==> src/rtl/fwd_scoreboard_pkg.sv <==
// Shared pipeline definitions: scoreboard entry layout and the default depth and
// load-stage constants also used by the datapath forwarding mux decode.
package pipe_pkg;
  localparam int FWD_REGFILE    = 0;
  localparam int DEF_DEPTH      = 3;
  localparam int DEF_LOAD_STAGE = 3;
  // rd is stored at a fixed width wide enough for any supported REG_W
  localparam int SB_RD_W        = 8;

  typedef struct packed {
    logic               valid;
    logic [SB_RD_W-1:0] rd;
    logic               load;
  } sb_entry_t;
endpackage

==> src/rtl/fwd_scoreboard_if.sv <==
// ID-stage issue bundle into the forwarding scoreboard and its hazard/forward results.
interface fwd_scoreboard_if #(
  parameter int REG_W   = 5,
  parameter int NUM_SRC = 2,
  parameter int SEL_W   = $clog2(pipe_pkg::DEF_DEPTH + 1)
);
  logic                     issue_valid;
  logic                     issue_wr;
  logic                     issue_load;
  logic [REG_W-1:0]         issue_rd;
  logic [NUM_SRC-1:0]       src_used;
  logic [NUM_SRC*REG_W-1:0] src_addr;
  logic                     flush;
  logic                     stall;
  logic [NUM_SRC*SEL_W-1:0] fwd_sel_q;
  logic [15:0]              stall_cnt;

  modport master (
    output issue_valid, issue_wr, issue_load, issue_rd, src_used, src_addr, flush,
    input  stall, fwd_sel_q, stall_cnt
  );
  modport slave (
    input  issue_valid, issue_wr, issue_load, issue_rd, src_used, src_addr, flush,
    output stall, fwd_sel_q, stall_cnt
  );
endinterface

==> src/rtl/fwd_scoreboard_match.sv <==
// Youngest-match priority search of one source address against the scoreboard.
module fwd_match
  import pipe_pkg::*;
#(
  parameter int REG_W = 5,
  parameter int DEPTH = DEF_DEPTH,
  parameter int SEL_W = $clog2(DEPTH + 1)
) (
  input  logic                  en,
  input  logic [REG_W-1:0]      addr,
  input  sb_entry_t [DEPTH:1]   sb,
  output logic                  hit,
  output logic [SEL_W-1:0]      stage,
  output logic                  load
);
  always_comb begin
    hit   = 1'b0;
    stage = '0;
    load  = 1'b0;
    if (en && addr != '0) begin
      // oldest first so younger stages override; a write-stage match reads the regfile
      for (int s = DEPTH; s >= 1; s--) begin
        if (sb[s].valid && sb[s].rd == SB_RD_W'(addr)) begin
          hit   = (s != DEPTH);
          stage = (s != DEPTH) ? SEL_W'(s) : '0;
          load  = (s != DEPTH) & sb[s].load;
        end
      end
    end
  end
endmodule

==> src/rtl/fwd_scoreboard.sv <==
// Shift-register scoreboard of in-flight writes; resolves load-use stall and
// registers per-source forwarding selects for the consumer's EX cycle.
module fwd_scoreboard
  import pipe_pkg::*;
#(
  parameter int REG_W      = 5,
  parameter int NUM_SRC    = 2,
  parameter int DEPTH      = DEF_DEPTH,
  parameter int LOAD_STAGE = DEF_LOAD_STAGE,
  parameter int SEL_W      = $clog2(DEPTH + 1)
) (
  input  logic           clk,
  input  logic           reset,
  fwd_scoreboard_if.slave io
);
  sb_entry_t [DEPTH:1]             ent_q, ent_d;
  logic [NUM_SRC-1:0][SEL_W-1:0]   fwd_sel_q, fwd_sel_d;
  logic [15:0]                     stall_cnt_q, stall_cnt_d;
  logic [NUM_SRC-1:0]              hit, ld, haz;
  logic [NUM_SRC-1:0][SEL_W-1:0]   stg;
  logic                            stall, issue_ok;

  for (genvar k = 0; k < NUM_SRC; k++) begin : g_src
    fwd_match #(.REG_W(REG_W), .DEPTH(DEPTH), .SEL_W(SEL_W)) u_match (
      .en    (io.issue_valid & io.src_used[k]),
      .addr  (io.src_addr[k*REG_W +: REG_W]),
      .sb    (ent_q),
      .hit   (hit[k]),
      .stage (stg[k]),
      .load  (ld[k])
    );
    // producer advances one stage by the consumer's EX, so compare s+1
    assign haz[k] = hit[k] & ld[k] & ((32'(stg[k]) + 32'd1) < 32'(LOAD_STAGE));
  end

  always_comb begin
    stall    = (|haz) & ~io.flush;
    issue_ok = io.issue_valid & ~stall & ~io.flush;

    ent_d[1] = '0;
    if (issue_ok && io.issue_wr && io.issue_rd != '0) begin
      ent_d[1].valid = 1'b1;
      ent_d[1].rd    = SB_RD_W'(io.issue_rd);
      ent_d[1].load  = io.issue_load;
    end
    for (int s = 2; s <= DEPTH; s++) ent_d[s] = ent_q[s-1];
    if (io.flush) ent_d[2] = '0;

    for (int k = 0; k < NUM_SRC; k++)
      fwd_sel_d[k] = (issue_ok && hit[k]) ? stg[k] + SEL_W'(1) : SEL_W'(FWD_REGFILE);

    stall_cnt_d = stall_cnt_q;
    if (stall && stall_cnt_q != 16'hFFFF) stall_cnt_d = stall_cnt_q + 16'd1;
  end

  always_ff @(posedge clk or posedge reset) begin
    if (reset) begin
      ent_q       <= '0;
      fwd_sel_q   <= '0;
      stall_cnt_q <= '0;
    end else begin
      ent_q       <= ent_d;
      fwd_sel_q   <= fwd_sel_d;
      stall_cnt_q <= stall_cnt_d;
    end
  end

  assign io.stall     = stall;
  assign io.fwd_sel_q = fwd_sel_q;
  assign io.stall_cnt = stall_cnt_q;
endmodule

==> src/flat_wrapper.sv <==
// flat-port wrapper written by rule: the top's interface ports become plain ports
module fwd_scoreboard_flat import pipe_pkg::*;
#(
  parameter int REG_W      = 5,
  parameter int NUM_SRC    = 2,
  parameter int DEPTH      = DEF_DEPTH,
  parameter int LOAD_STAGE = DEF_LOAD_STAGE,
  parameter int SEL_W      = $clog2(DEPTH + 1)
)
  (clk, reset, io_issue_valid, io_issue_wr, io_issue_load, io_issue_rd, io_src_used, io_src_addr, io_flush, io_stall, io_fwd_sel_q, io_stall_cnt);
  fwd_scoreboard_if #(.REG_W(REG_W), .NUM_SRC(NUM_SRC), .SEL_W(SEL_W)) io_i ();
  input  logic clk;
  input  logic reset;
  input wire logic [$bits(io_i.issue_valid)-1:0] io_issue_valid;
  input wire logic [$bits(io_i.issue_wr)-1:0] io_issue_wr;
  input wire logic [$bits(io_i.issue_load)-1:0] io_issue_load;
  input wire logic [$bits(io_i.issue_rd)-1:0] io_issue_rd;
  input wire logic [$bits(io_i.src_used)-1:0] io_src_used;
  input wire logic [$bits(io_i.src_addr)-1:0] io_src_addr;
  input wire logic [$bits(io_i.flush)-1:0] io_flush;
  output wire logic [$bits(io_i.stall)-1:0] io_stall;
  output wire logic [$bits(io_i.fwd_sel_q)-1:0] io_fwd_sel_q;
  output wire logic [$bits(io_i.stall_cnt)-1:0] io_stall_cnt;
  assign io_i.issue_valid = io_issue_valid;
  assign io_i.issue_wr = io_issue_wr;
  assign io_i.issue_load = io_issue_load;
  assign io_i.issue_rd = io_issue_rd;
  assign io_i.src_used = io_src_used;
  assign io_i.src_addr = io_src_addr;
  assign io_i.flush = io_flush;
  assign io_stall = io_i.stall;
  assign io_fwd_sel_q = io_i.fwd_sel_q;
  assign io_stall_cnt = io_i.stall_cnt;
  fwd_scoreboard #(.REG_W(REG_W), .NUM_SRC(NUM_SRC), .DEPTH(DEPTH), .LOAD_STAGE(LOAD_STAGE), .SEL_W(SEL_W)) u_core (.clk(clk), .reset(reset), .io(io_i));
endmodule
==> config.mk <==
export PLATFORM = sky130hd
export DESIGN_NAME = fwd_scoreboard_flat
export DESIGN_NICKNAME = d
export VERILOG_FILES = /design/src/rtl/fwd_scoreboard_pkg.sv /design/src/rtl/fwd_scoreboard_if.sv /design/src/rtl/fwd_scoreboard_match.sv /design/src/rtl/fwd_scoreboard.sv /design/src/flat_wrapper.sv
export SDC_FILE = /design/constraint.sdc
export NUM_CORES = 1
export LEC_CHECK = 0
export BUFFER_PORTS_ARGS = -buffer_cell sky130_fd_sc_hd__buf_2
export CORE_ASPECT_RATIO = 1.25
export CORE_MARGIN = 2
export CORE_UTILIZATION = 49
export DETAILED_ROUTE_END_ITERATION = 12
export PLACE_DENSITY = 0.83
export SLEW_MARGIN = 15
export SYNTH_ARGS = -nofsm -noshare
export SYNTH_HDL_FRONTEND = slang
export SYNTH_SLANG_ARGS = --single-unit
==> constraint.sdc <==
create_clock -name clk -period 5.2 [get_ports clk]
set_input_delay 0 -clock clk [delete_from_list [all_inputs] [get_ports clk]]
set_output_delay 0 -clock clk [all_outputs]
set_load 0.02 [all_outputs]
==> summary.md, run 1 <==
| Metric | Value |
|---|---|
| VDD IR-drop max | approximately 260 uV |
| DRC marker count from the first detailed-route iteration | 44 |
| Count of cell types in the netlist | 29 |
| Post-CTS setup buffers | 0 |
| Fin nets | 249 |
| Largest family of logic cells by synthesized area | simple AND/OR/NAND/NOR gates |
| Setup TNS | 0 ns |
| Initial antenna violation count | 0 |
| Startpoint Class | flip-flop |
| Max incr delay on CP | roughly 0.42 ns |
| Worst slew pin tran | between 0.4 and 0.5 ns |
| Crit path time final | between 3 and 4 ns |
| Core area | between 0.003 and 0.004 sq mm |
| H-tree depth | 2 |
| Final period utilization | about two thirds |
| Worst hold endpoint | u_core.io.fwd_sel_q[1] |
| Post-synthesis xor/xnor area fraction | ~17% |
| HP Class | in2reg |
| Dpl cell area | about 0.002 sq mm |
| Worst flop-to-flop path endpoint | u_core.io.stall_cnt[1] |
| Max-slew violations | 0 |
| Crit path DAT | 3.61 ns |
| Seq/Total Area, Yosys | ~48% |
| Layout cells sized above 1 | 29.5% |
| Maxcap violations | 0 |
| Hold Slack | between 0.03 and 0.04 ns |
| Mux cell area share after synthesis | roughly 1.2% |
| Most used cell, CP | or3_1 |
| Post-synthesis simple-gate area fraction | roughly 26% |
| Setup Crit Path Kind | reg2reg |
| Worst-skew pair later-pin latency | 0.30 ns |
| FF+latch count, synth | 34 |
| Layout fillers | around 300 |
| Grt ovf | 0 |
| Mean post-synth cell area | approximately 11 sq um |
| Die height | 71.3 microns |
| Antenna Violating Nets Remaining | 0 |
| Overall routing resource usage | 21.5% |
| Cts bufs inserted | 5 |
| R2R Path Start | u_core.ent_q[5] |
| CTS clk-pin slew, worst paths | about 0.080 ns |
| Syn Inst Count | 165 |
| Final Hold Viols | 0 |
| I/O pins | 44 |
| Clock skew | approximately 0.011 ns |
| CP endpoint kind | flip-flop |
| Vias | about 1400 |
| RSZ-0062 raised after global routing | no |
| Final setup viols | 0 |
| CTS tree | built |
| Worst R2R Setup Slack | 1.77 ns |
| Root buffer cell | clkbuf_8 |
| Mapped Nets | 191 |
| Worst endpoint required time | 5.38 ns |
| Mapped cell area | about 0.0018 sq mm |
| R2R depth | 11 |
| Fin cells | about 260 |
| Drt total wl | ~4 mm |
| PD cells | between 200 and 300 mW/mm^2 |
| RePlAce Congestion | between 0.8 and 0.9 |
| Hold Startpoint | io_src_used[0] |
| Hpwl dp | about 2.8 mm |
| Die area | 0.00412 sq mm |
| Via/cell ratio | around 5.5 |
| Clock Path Buffers | 2 |
| Number of global-route vias before repair | approximately 1400 |
| ANT cells | 0 |
| DRC viols | 0 |
| Largest net degree at the start of global routing | 35 |
| Status | finished clean |
| Core Rows | 24 |
| Clk sinks | 34 |
| Worst path cell trace | xor2_1 -> nor4_1 -> nand3_1 -> nor2_1 -> inv_1 -> ha_1 -> or3_1 -> or3_1 -> or3b_4 -> nand2_4 -> mux2_2 |
| CP Max Fanout | 15 |
| Area delta synth->final | 26.7% |
| Slew HR | 71.4% |
| First-pass GRT wire length | around 6.7 mm |
| P_leak | about 1.2 nW |
| Yosys synthesis warning count | 0 |
| Slowest-stage cell, CP | dfrtp_1 |
| Initial core utilization | 50.9% |
| Adder-Cell Fraction of Synth Area | approximately 2.1% |
| Port Buffers | 43 |
| Die Wd | 57.8 microns |
| Pre-antenna DRT Iters | 4 |
| Fmax achieved | slightly below 0.3 GHz |
| Final Cell Area | roughly 0.0022 sq mm |
| Complex-gate fraction of the synthesized area | approximately 3.5% |
| Dpl cells | 247 |
| WHS Path Cells | 3 |
| Routed len/inst | approximately 15 microns |
[cell families after synthesis]
family / after synthesis
muxes: 2
adders and majority gates: 3
and+or+nand+nor: 76
xor gates and xnor gates: 35
AOI/OAI and AO/OA: 7
buffers and inverters: 8
DFF: 34
[placed cells by master (no fill, tap or decap)]
cell / synthesis / routed
buf_2: 0 / 43
clkinv_4: 0 / 1
nor3b_1: 2 / 2
o32a_2: 1 / 1
o211ai_2: 1 / 1
bufinv_16: 0 / 2
mux2_2: 1 / 1
or3_1: 3 / 3
nand3_1: 9 / 9
nand4_1: 13 / 13
a21oi_1: 2 / 2
or4_1: 1 / 1
ha_1: 3 / 3
o311a_1: 1 / 1
a21oi_2: 1 / 1
mux2i_1: 1 / 1
nor4_1: 5 / 5
nor2_1: 9 / 9
or3b_4: 1 / 1
xnor2_1: 17 / 17
and3_1: 9 / 9
and3_2: 1 / 1
a2111oi_0: 1 / 1
inv_1: 7 / 7
nand2_1: 7 / 7
and2b_2: 7 / 7
xor2_1: 18 / 18
dlygate4sd3_1: 0 / 8
nor3_1: 1 / 1
and2_1: 7 / 7
dfrtp_1: 34 / 34
buf_4: 0 / 1
nand2_4: 1 / 1
clkbuf_8: 0 / 5
[how the worst max path moves through the flow]
stage                               to  cells past startpoint             from  slack, ns
2_1_floorplan  u_core.io.stall_cnt[13]                     13  u_core.ent_q[3]       2.08
3_3_place_gp    u_core.io.stall_cnt[1]                     11  u_core.ent_q[5]       1.86
3_5_place_dp    u_core.io.stall_cnt[1]                     11  u_core.ent_q[5]       1.79
4_1_cts         u_core.io.stall_cnt[1]                     11  u_core.ent_q[5]       1.76
5_1_grt         u_core.io.stall_cnt[1]                     10  u_core.ent_q[5]       1.49
6_report        u_core.io.stall_cnt[1]                     11  u_core.ent_q[5]       1.77
[flip-flops by register name (all words and copies together), names as in the netlist]
signal and count:
u_core.ent_q 7, u_core.io.stall_cnt 16, u_core.io.fwd_sel_q 4, u_core.ent_d 7
[area by class of cell]
cell class	instances	area [sq um]	area share, %
well taps	39	48.8	2.17
inverters	7	26.3	1.17
clock inverters	3	68.8	3.06
repair buffers	52	303	13.5
flip-flops and latches	34	851	37.8
multi-input cells	123	882	39.2
clock buffers	5	68.8	3.06
[per-layer routing]
metal | track usage [%] | vias up | share of wire (%)
li1 | - | 693 | -
met3 | 5.96 | 6 | 6.7
met2 | 37.9 | 58 | 52
met5 | 0 | - | 0
met4 | 6.98 | 0 | 1.4
met1 | 25.0 | 691 | 40
[cell usage after synthesis]
library cell / n / area [sq um]
xnor2_1: 17 / 149
or3_1: 3 / 18.8
buf_8: 1 / 15.0
mux2i_1: 1 / 10.0
and3_2: 1 / 7.51
and3_1: 9 / 56.3
and2_1: 7 / 43.8
mux2_2: 1 / 11.3
dfrtp_1: 34 / 851
o311a_1: 1 / 10.0
ha_1: 3 / 37.5
xor2_1: 18 / 158
nand4_1: 13 / 81.3
or4_1: 1 / 7.51
and2b_2: 7 / 61.3
nand2_1: 7 / 26.3
or3b_4: 1 / 11.3
a21oi_1: 2 / 10.0
o32a_2: 1 / 11.3
a2111oi_0: 1 / 8.76
inv_1: 7 / 26.3
a21oi_2: 1 / 8.76
nor4_1: 5 / 31.3
o211ai_2: 1 / 12.5
nand2_4: 1 / 11.3
nand3_1: 9 / 45.0
nor3b_1: 2 / 15.0
nor2_1: 9 / 33.8
nor3_1: 1 / 5.00
[stage by stage]
| step | power [mW] | utilization (%) | setup slack, ns |
|---|---|---|---|
| 3_3_place_gp | 0.310 | 58.3 | 1.86 |
| 6_report | 0.607 | 64.5 | 1.77 |
| 2_1_floorplan | 0.293 | - | 2.08 |
| 4_1_cts | 0.613 | 64.5 | 1.76 |
| 3_5_place_dp | 0.311 | 58.3 | 1.79 |
| 5_1_grt | 0.629 | 64.5 | 1.49 |
[worst max-delay path: cells and delay by family, from the launching register on]
family | cells | cell delay, ns
DFF | 1 | 0.42
muxes | 1 | 0.36
and+or+nand+nor | 7 | 2.13
buffers and inverters | 1 | 0.06
adders and majority gates | 1 | 0.18
xor gates and xnor gates | 1 | 0.15
[what timing repair did]
action,CTS,global route
resized for setup,0,0
endpoints found under the hold margin,41,0
hold buffers,8,0
[power by group]
part | total, mW | internal (mW) | switching (mW)
clock network | 0.296 | 0.192 | 0.104
registers | 0.269 | 0.267 | 0.00242
logic | 0.0419 | 0.0199 | 0.0219
(Power assumes the default switching activity.)
==> run 2: changes to the inputs <==
--- a/config.mk
+++ b/config.mk
@@ -5,12 +5,13 @@
 export SDC_FILE = /design/constraint.sdc
 export NUM_CORES = 1
 export LEC_CHECK = 0
+export ABC_AREA = 1
 export BUFFER_PORTS_ARGS = -buffer_cell sky130_fd_sc_hd__buf_2
 export CORE_ASPECT_RATIO = 1.25
 export CORE_MARGIN = 2
 export CORE_UTILIZATION = 49
 export DETAILED_ROUTE_END_ITERATION = 12
-export PLACE_DENSITY = 0.83
+export PLACE_DENSITY = 0.82
 export SLEW_MARGIN = 15
 export SYNTH_ARGS = -nofsm -noshare
 export SYNTH_HDL_FRONTEND = slang
==> constraint.sdc (replaced) <==
create_clock -name clk -period 3.3 [get_ports clk]
set_input_delay 0 -clock clk [delete_from_list [all_inputs] [get_ports clk]]
set_output_delay 0 -clock clk [all_outputs]
set_load 0.02 [all_outputs]
==> summary.md, run 2 <==
| Metric | Value |
|---|---|
| Grt ovf | 0 |
| CTS tree | built |
| Die area | 0.00479 sq mm |
| Area delta synth->final | 21.1% |
| Yosys top cell by area | dfrtp_1 |
| WHS Path Cells | 3 |
| Overall routing resource usage | 21.0% |
| Worst flop-to-flop path endpoint | u_core.io.stall_cnt[13] |
| Synth cell count leaders | nand2_1 (90), inv_1 (37), dfrtp_1 (34), nor2_1 (34), xnor2_1 (16) |
| Count of cell types in the netlist | 27 |
| ANT cells | 0 |
| Port Buffers | 43 |
| Share of the synthesized area in the top cell type | approximately 41% |
| First-pass GRT wire length | about 8 mm |
| Final period utilization | between 70% and 80% |
| Clk pwr share | ~43% |
| Die height | 76.9 microns |
| Startpoint Class | flip-flop |
| Worst R2R Setup Slack | ~0.83 ns |
| Fraction of registers with async set/reset | 100% |
| Via/cell ratio | 4.87 |
| Met3 WL | just under 200 microns |
| HP Class | in2reg |
| Final Hold Viols | 0 |
| Antenna Violating Nets Remaining | 0 |
| Die Wd | between 60 and 70 microns |
| Mapped cell area | 0.00208 sq mm |
| Worst hold endpoint | u_core.ent_q[3] |
| FF+latch count, synth | 34 |
| Clock Path Buffers | 2 |
| I/O pins | 44 |
| Hold Slack | ~0.052 ns |
| Pint | about 0.67 mW |
| CP endpoint kind | flip-flop |
| Largest net degree at the start of global routing | 25 |
| Worst endpoint required time | approximately 3.5 ns |
| Mean post-synth cell area | 7.38 sq um |
| DR WL met2 | between 2 and 2.5 mm |
| Post-synth EDFFs | 0 |
| DRT met1 WL | just under 2 mm |
| Yosys synthesis warning count | 0 |
| Seq/Total Area, Yosys | a little over 40% |
| VDD IR-drop max | between 200 and 300 uV |
| Post-CTS setup buffers | 0 |
| Multi-input gate area | approximately 0.001 sq mm |
| Layout fillers | about 400 |
| Worst-skew pair later-pin latency | ~0.29 ns |
| Mapped Nets | roughly 300 |
| Worst slew pin tran | ~0.89 ns |
| Sequential Power Share | 48.0% |
| Commonest non-fill, non-tap cell in the layout | nand2_1 |
| Number of global-route vias before repair | ~1800 |
| Comb power frac | 8.7% |
| H-tree depth | 2 |
| Core Rows | 26 |
| Crit path time final | approximately 2.5 ns |
| Initial antenna violation count | 0 |
| Layout cells sized above 1 | roughly 22% |
| Hpwl dp | roughly 3.6 mm |
| PD cells | between 300 and 400 mW/mm^2 |
| P_leak | between 1 and 1.5 nW |
| Main synth FF type | dfrtp_1 |
| Count leader, synth | nand2_1 |
| Hold Startpoint | io_issue_wr |
| Setup TNS | 0 ns |
| Max layer used | met4 |
| RSZ-0062 raised after global routing | no |
| Syn Inst Count | about 280 |
| Maxcap violations | 0 |
| Core area | between 0.004 and 0.005 sq mm |
| DRC viols | 0 |
| Sw Pwr | approximately 0.21 mW |
| Vias | around 1900 |
| CP Max Fanout | 21 |
| Cts bufs inserted | 5 |
| Final setup viols | 0 |
| Fin nets | about 360 |
| Max-slew violations | 0 |
| R2R depth | 16 |
| Status | finished clean |
| Sw frac | a little under a quarter |
| Drt total wl | around 4.7 mm |
| Reg area | 851 sq um |
| DRC marker count from the first detailed-route iteration | approximately 70 |
| Clk sinks | 34 |
| Most frequent cells in the layout | nand2_1 (90), buf_2 (43), inv_1 (37) |
| Slew HR | between 40% and 50% |
| Routed len/inst | about 12 microns |
| Setup Crit Path Kind | reg2reg |
| R2R Path Start | u_core.ent_q[5] |
| Pre-antenna DRT Iters | 4 |
| CTS clk-pin slew, worst paths | roughly 0.080 ns |
| Fmax achieved | 0.405 GHz |
| Crit path DAT | around 2.7 ns |
| Root buffer cell | clkbuf_8 |
| Max reg flops | 16 |
| Clock skew | ~0.010 ns |
| Initial core utilization | between 50% and 60% |
| Largest cells by area after synthesis | dfrtp_1 (41%), nand2_1 (16%), xnor2_1 (6.7%), inv_1 (6.7%), nor2_1 (6.1%) |
| RePlAce Congestion | between 0.8 and 0.9 |
-- run 2: changes by cell type in the layout (fill, tap and decap cells not counted), moves of 4 or more --
| cell | previous run | this run |
|---|---|---|
| o21ai_2 | 0 | 4 |
| and2b_2 | 7 | 0 |
| inv_1 | 7 | 37 |
| and3_1 | 9 | 0 |
| xor2_1 | 18 | 5 |
| nand2_2 | 0 | 6 |
| and2_1 | 7 | 0 |
| nor3_1 | 1 | 9 |
| nand3_1 | 9 | 14 |
| nand4_1 | 13 | 4 |
| nor2_1 | 9 | 34 |
| nor4_1 | 5 | 0 |
| nand2_1 | 7 | 90 |
-- run 2: area by class of cell --
| cell class | count | area share, % |
|---|---|---|
| clock buffers | 5 | 2.73 |
| clock inverters | 3 | 1.59 |
| inverters | 42 | 6.35 |
| multi-input cells | 202 | 40.8 |
| flip-flops and latches | 34 | 33.7 |
| well taps | 56 | 2.78 |
| repair buffers | 52 | 12.0 |
-- run 2: power groups by stage --
| stage | registers (mW) | clock network, mW | logic, mW |
|---|---|---|---|
| after floorplan | 0.431 | 0 | 0.0408 |
| after global placement | 0.431 | 0 | 0.0682 |
| after detailed placement | 0.431 | 0 | 0.0698 |
| after CTS | 0.423 | 0.388 | 0.0777 |
| after global routing | 0.424 | 0.414 | 0.0871 |
| final | 0.423 | 0.383 | 0.0770 |
-- run 2: how the worst max path moves through the flow --
| stage | end | slack [ns] | from |
|---|---|---|---|
| 2_1_floorplan | u_core.io.stall_cnt[2] | 1.10 | u_core.ent_q[3] |
| 5_1_grt | u_core.io.stall_cnt[0] | 0.58 | u_core.ent_q[5] |
| 3_3_place_gp | u_core.io.stall_cnt[14] | 0.97 | u_core.ent_q[3] |
| 6_report | u_core.io.stall_cnt[13] | 0.83 | u_core.ent_q[5] |
| 4_1_cts | u_core.io.stall_cnt[13] | 0.80 | u_core.ent_q[5] |
| 3_5_place_dp | u_core.io.stall_cnt[13] | 0.85 | u_core.ent_q[5] |
-- run 2: critical path: stages (launching register included) --
cell and delay [ns]:
dfrtp_1 0.41, inv_1 0.08, nand2_1 0.07, nand2_1 0.05, nor2_1 0.12, nand3_1 0.13
nand2_1 0.11, inv_1 0.06, ha_1 0.17, or3_1 0.37, nor2_1 0.13, nand3_2 0.11
nand2_4 0.09, nand2_4 0.16, inv_4 0.19, nand2_1 0.08, nand2_1 0.06
-- run 2: logic make-up (layout without fill, tap and decap cells) --
| kind of cell | after synthesis | count (layout) | synth area share, % |
|---|---|---|---|
| flops | 34 | 34 | 40.9 |
| simple gates | 167 | 167 | 35.2 |
| xor+xnor | 21 | 21 | 8.83 |
| buf+inv | 46 | 102 | 9.73 |
| compound gates | 11 | 11 | 3.55 |
| fa+ha+maj | 3 | 3 | 1.80 |
-- run 2: per-stage QoR --
step | area (sq um) | util [%] | std cells | worst slack (ns) | total power, mW
floorplan | 2080 | - | 282 | 1.10 | 0.472
global placement | 2330 | 56.9 | 378 | 0.970 | 0.499
detailed placement | 2330 | 56.9 | 378 | 0.854 | 0.501
CTS | 2520 | 61.5 | 394 | 0.803 | 0.889
global route | 2520 | 61.5 | 394 | 0.584 | 0.925
finish | 2520 | 61.5 | 394 | 0.828 | 0.883
-- run 2: timing repair --
item	in CTS	in global routing
endpoints found under the setup margin	0	0
resized for setup	0	0
hold buffers	8	0
endpoints found under the hold margin	36	0
-- run 2: routing by layer --
| metal | vias up | global-route usage [%] |
|---|---|---|
| met3 | 9 | 4.11 |
| met5 | - | 0 |
| met1 | 888 | 24.1 |
| li1 | 970 | - |
| met2 | 52 | 38.2 |
| met4 | 0 | 8.67 |
==> run 3: changes to the inputs <==
--- a/config.mk
+++ b/config.mk
@@ -11,7 +11,7 @@
 export CORE_MARGIN = 2
 export CORE_UTILIZATION = 49
 export DETAILED_ROUTE_END_ITERATION = 12
-export PLACE_DENSITY = 0.82
+export PLACE_DENSITY = 0.85
 export SLEW_MARGIN = 15
 export SYNTH_ARGS = -nofsm -noshare
 export SYNTH_HDL_FRONTEND = slang
==> constraint.sdc (replaced) <==
create_clock -name clk -period 2 [get_ports clk]
set_input_delay 0 -clock clk [delete_from_list [all_inputs] [get_ports clk]]
set_output_delay 0 -clock clk [all_outputs]
set_load 0.02 [all_outputs]
==> summary.md, run 3 (synthesis results as in run 2) <==
| Metric | Value |
|---|---|
| Pre-antenna DRT Iters | 4 |
| Cts bufs inserted | 5 |
| Multi-input gate area | 0.00115 sq mm |
| CP Max Fanout | 3 |
| Fin nets | ~400 |
| Antenna Violating Nets Remaining | 0 |
| Area delta synth->final | 40.1% |
| Final Hold Viols | 0 |
| Final period utilization | 116% |
| Number of global-route vias before repair | roughly 2100 |
| Clock skew | between 0.006 and 0.007 ns |
| Startpoint Class | flip-flop |
| ANT cells | 0 |
| Slew HR | between 50% and 60% |
| Port Buffers | 43 |
| Worst R2R Setup Slack | -0.29 ns |
| VDD IR-drop max | 387 uV |
| Clock Path Buffers | 2 |
| CTS clk-pin slew, worst paths | approximately 0.070 ns |
| I/O pins | 44 |
| CP endpoint kind | output pin |
| Max reg flops | 16 |
| Drt total wl | 5.33 mm |
| Most frequent cells in the layout | nand2_1 (80), buf_2 (42), dfrtp_1 (34) |
| Root buffer cell | clkbuf_8 |
| Hpwl dp | 3.78 mm |
| PD cells | 460 mW/mm^2 |
| Crit path DAT | between 2 and 2.5 ns |
| WHS Path Cells | 3 |
| Grt ovf | 0 |
| Die Wd | just over 60 microns |
| Commonest non-fill, non-tap cell in the layout | nand2_1 |
| Worst slack at placement | -0.323 ns |
| R2R depth | 16 |
| Status | finished, violations left |
| Layout cells sized above 1 | 37.5% |
| Fmax achieved | 0.429 GHz |
| Crit path time final | 2.33 ns |
| Core area | ~0.0041 sq mm |
| Worst flop-to-flop path endpoint | u_core.io.stall_cnt[6] |
| Overall Power | 1.34 mW |
| Overall routing resource usage | approximately 23% |
| Initial antenna violation count | 0 |
| Clk sinks | 34 |
| Maxcap violations | 0 |
| DRC marker count from the first detailed-route iteration | 85 |
| Hold Slack | a little under 0.05 ns |
| Initial core utilization | between 50% and 60% |
| CTS tree | built |
| First-pass GRT wire length | between 8 and 9 mm |
| Violated checks | setup timing |
| Core Rows | 26 |
| H-tree depth | 2 |
| Reg area | between 800 and 900 sq um |
| HP Class | in2reg |
| Die area | roughly 0.0048 sq mm |
| RePlAce Congestion | ~0.9 |
| RSZ-0062 raised after global routing | yes |
| Largest net degree at the start of global routing | 35 |
| R2R Path Start | u_core.ent_q[3] |
| DRC viols | 0 |
| Setup Crit Path Kind | reg2out |
| Worst hold endpoint | u_core.ent_q[1] |
| Max-slew violations | 0 |
| Via/cell ratio | 4.92 |
| Hold Startpoint | io_issue_wr |
| Worst endpoint required time | around 2.0 ns |
| Layout fillers | about 320 |
| Die height | ~77 microns |
| Vias | ~2100 |
| Final setup viols | 28 |
| Setup TNS | -7.56 ns |
| Worst slew pin tran | 0.729 ns |
| Setup ws final | -0.329 ns |
| Routed len/inst | around 12 microns |
| P_leak | around 1.5 nW |
| Worst-skew pair later-pin latency | 0.29 ns |
[run 3: cell types whose count changed in the layout (fill, tap and decap cells not counted), sizes merged]
| cell | previous run | this run |
|---|---|---|
| bufinv | 1 | 0 |
| buf | 44 | 80 |
[run 3: timing repair]
item | 4_1_cts | 5_1_grt
hold endpoints to repair | 44 | 0
setup endpoints to repair | 28 | 28
setup buffers | 3 | 5
hold buffers | 8 | 0
gates cloned | 0 | 0
pin swaps | 8 | 6
resized for setup | 10 | 28
[run 3: worst max path at each step]
stage | to | start | slack (ns)
6_report | io_stall | u_core.ent_q[3] | -0.33
5_1_grt | io_stall | u_core.ent_q[2] | -0.45
4_1_cts | io_stall | u_core.ent_q[3] | -0.31
3_5_place_dp | u_core.io.stall_cnt[13] | u_core.ent_d[25] | -0.32
3_3_place_gp | u_core.io.stall_cnt[14] | u_core.ent_q[2] | -0.22
2_1_floorplan | u_core.io.stall_cnt[2] | u_core.ent_q[2] | -0.17
[run 3: final cells by class]
type | count | area share, %
multi-input cells | 202 | 39.5
clock inverters | 2 | 0.343
clock buffers | 5 | 2.36
inverters | 42 | 5.57
flip-flops and latches | 34 | 29.2
well taps | 56 | 2.40
repair buffers | 88 | 20.6
[run 3: power breakdown]
group          internal [mW]  switching (mW)  total, mW
clock network          0.234           0.259      0.493
logic                 0.0665          0.0857      0.152
registers              0.694         0.00485      0.698
[run 3: metrics by stage]
| stage | util, % | instances | instance area (sq um) |
|---|---|---|---|
| 6_report | 71.2 | 429 | 2920 |
| 5_1_grt | 71.2 | 429 | 2920 |
| 2_1_floorplan | - | 282 | 2100 |
| 4_1_cts | 67.6 | 424 | 2770 |
| 3_5_place_dp | 62.5 | 406 | 2560 |
| 3_3_place_gp | 62.5 | 406 | 2560 |
[run 3: critical path: stages, from the launching register on]
cell and delay, ns:
dfrtp_1 0.38, inv_1 0.07, nand2_1 0.05, nand2_1 0.08
nor2_4 0.16, nand3_2 0.10, nand2_2 0.08, inv_2 0.05
ha_2 0.17, or3_4 0.38, nor2_4 0.11, nand3_4 0.08
nand2_4 0.10, buf_6 0.12, buf_6 0.10
[run 3: layer usage]
layer  track usage, %  wire length [microns]
met5                0                      0
met3             3.81                    228
met4             12.2                    171
met1             23.9                   2110
met2             42.3                   2820
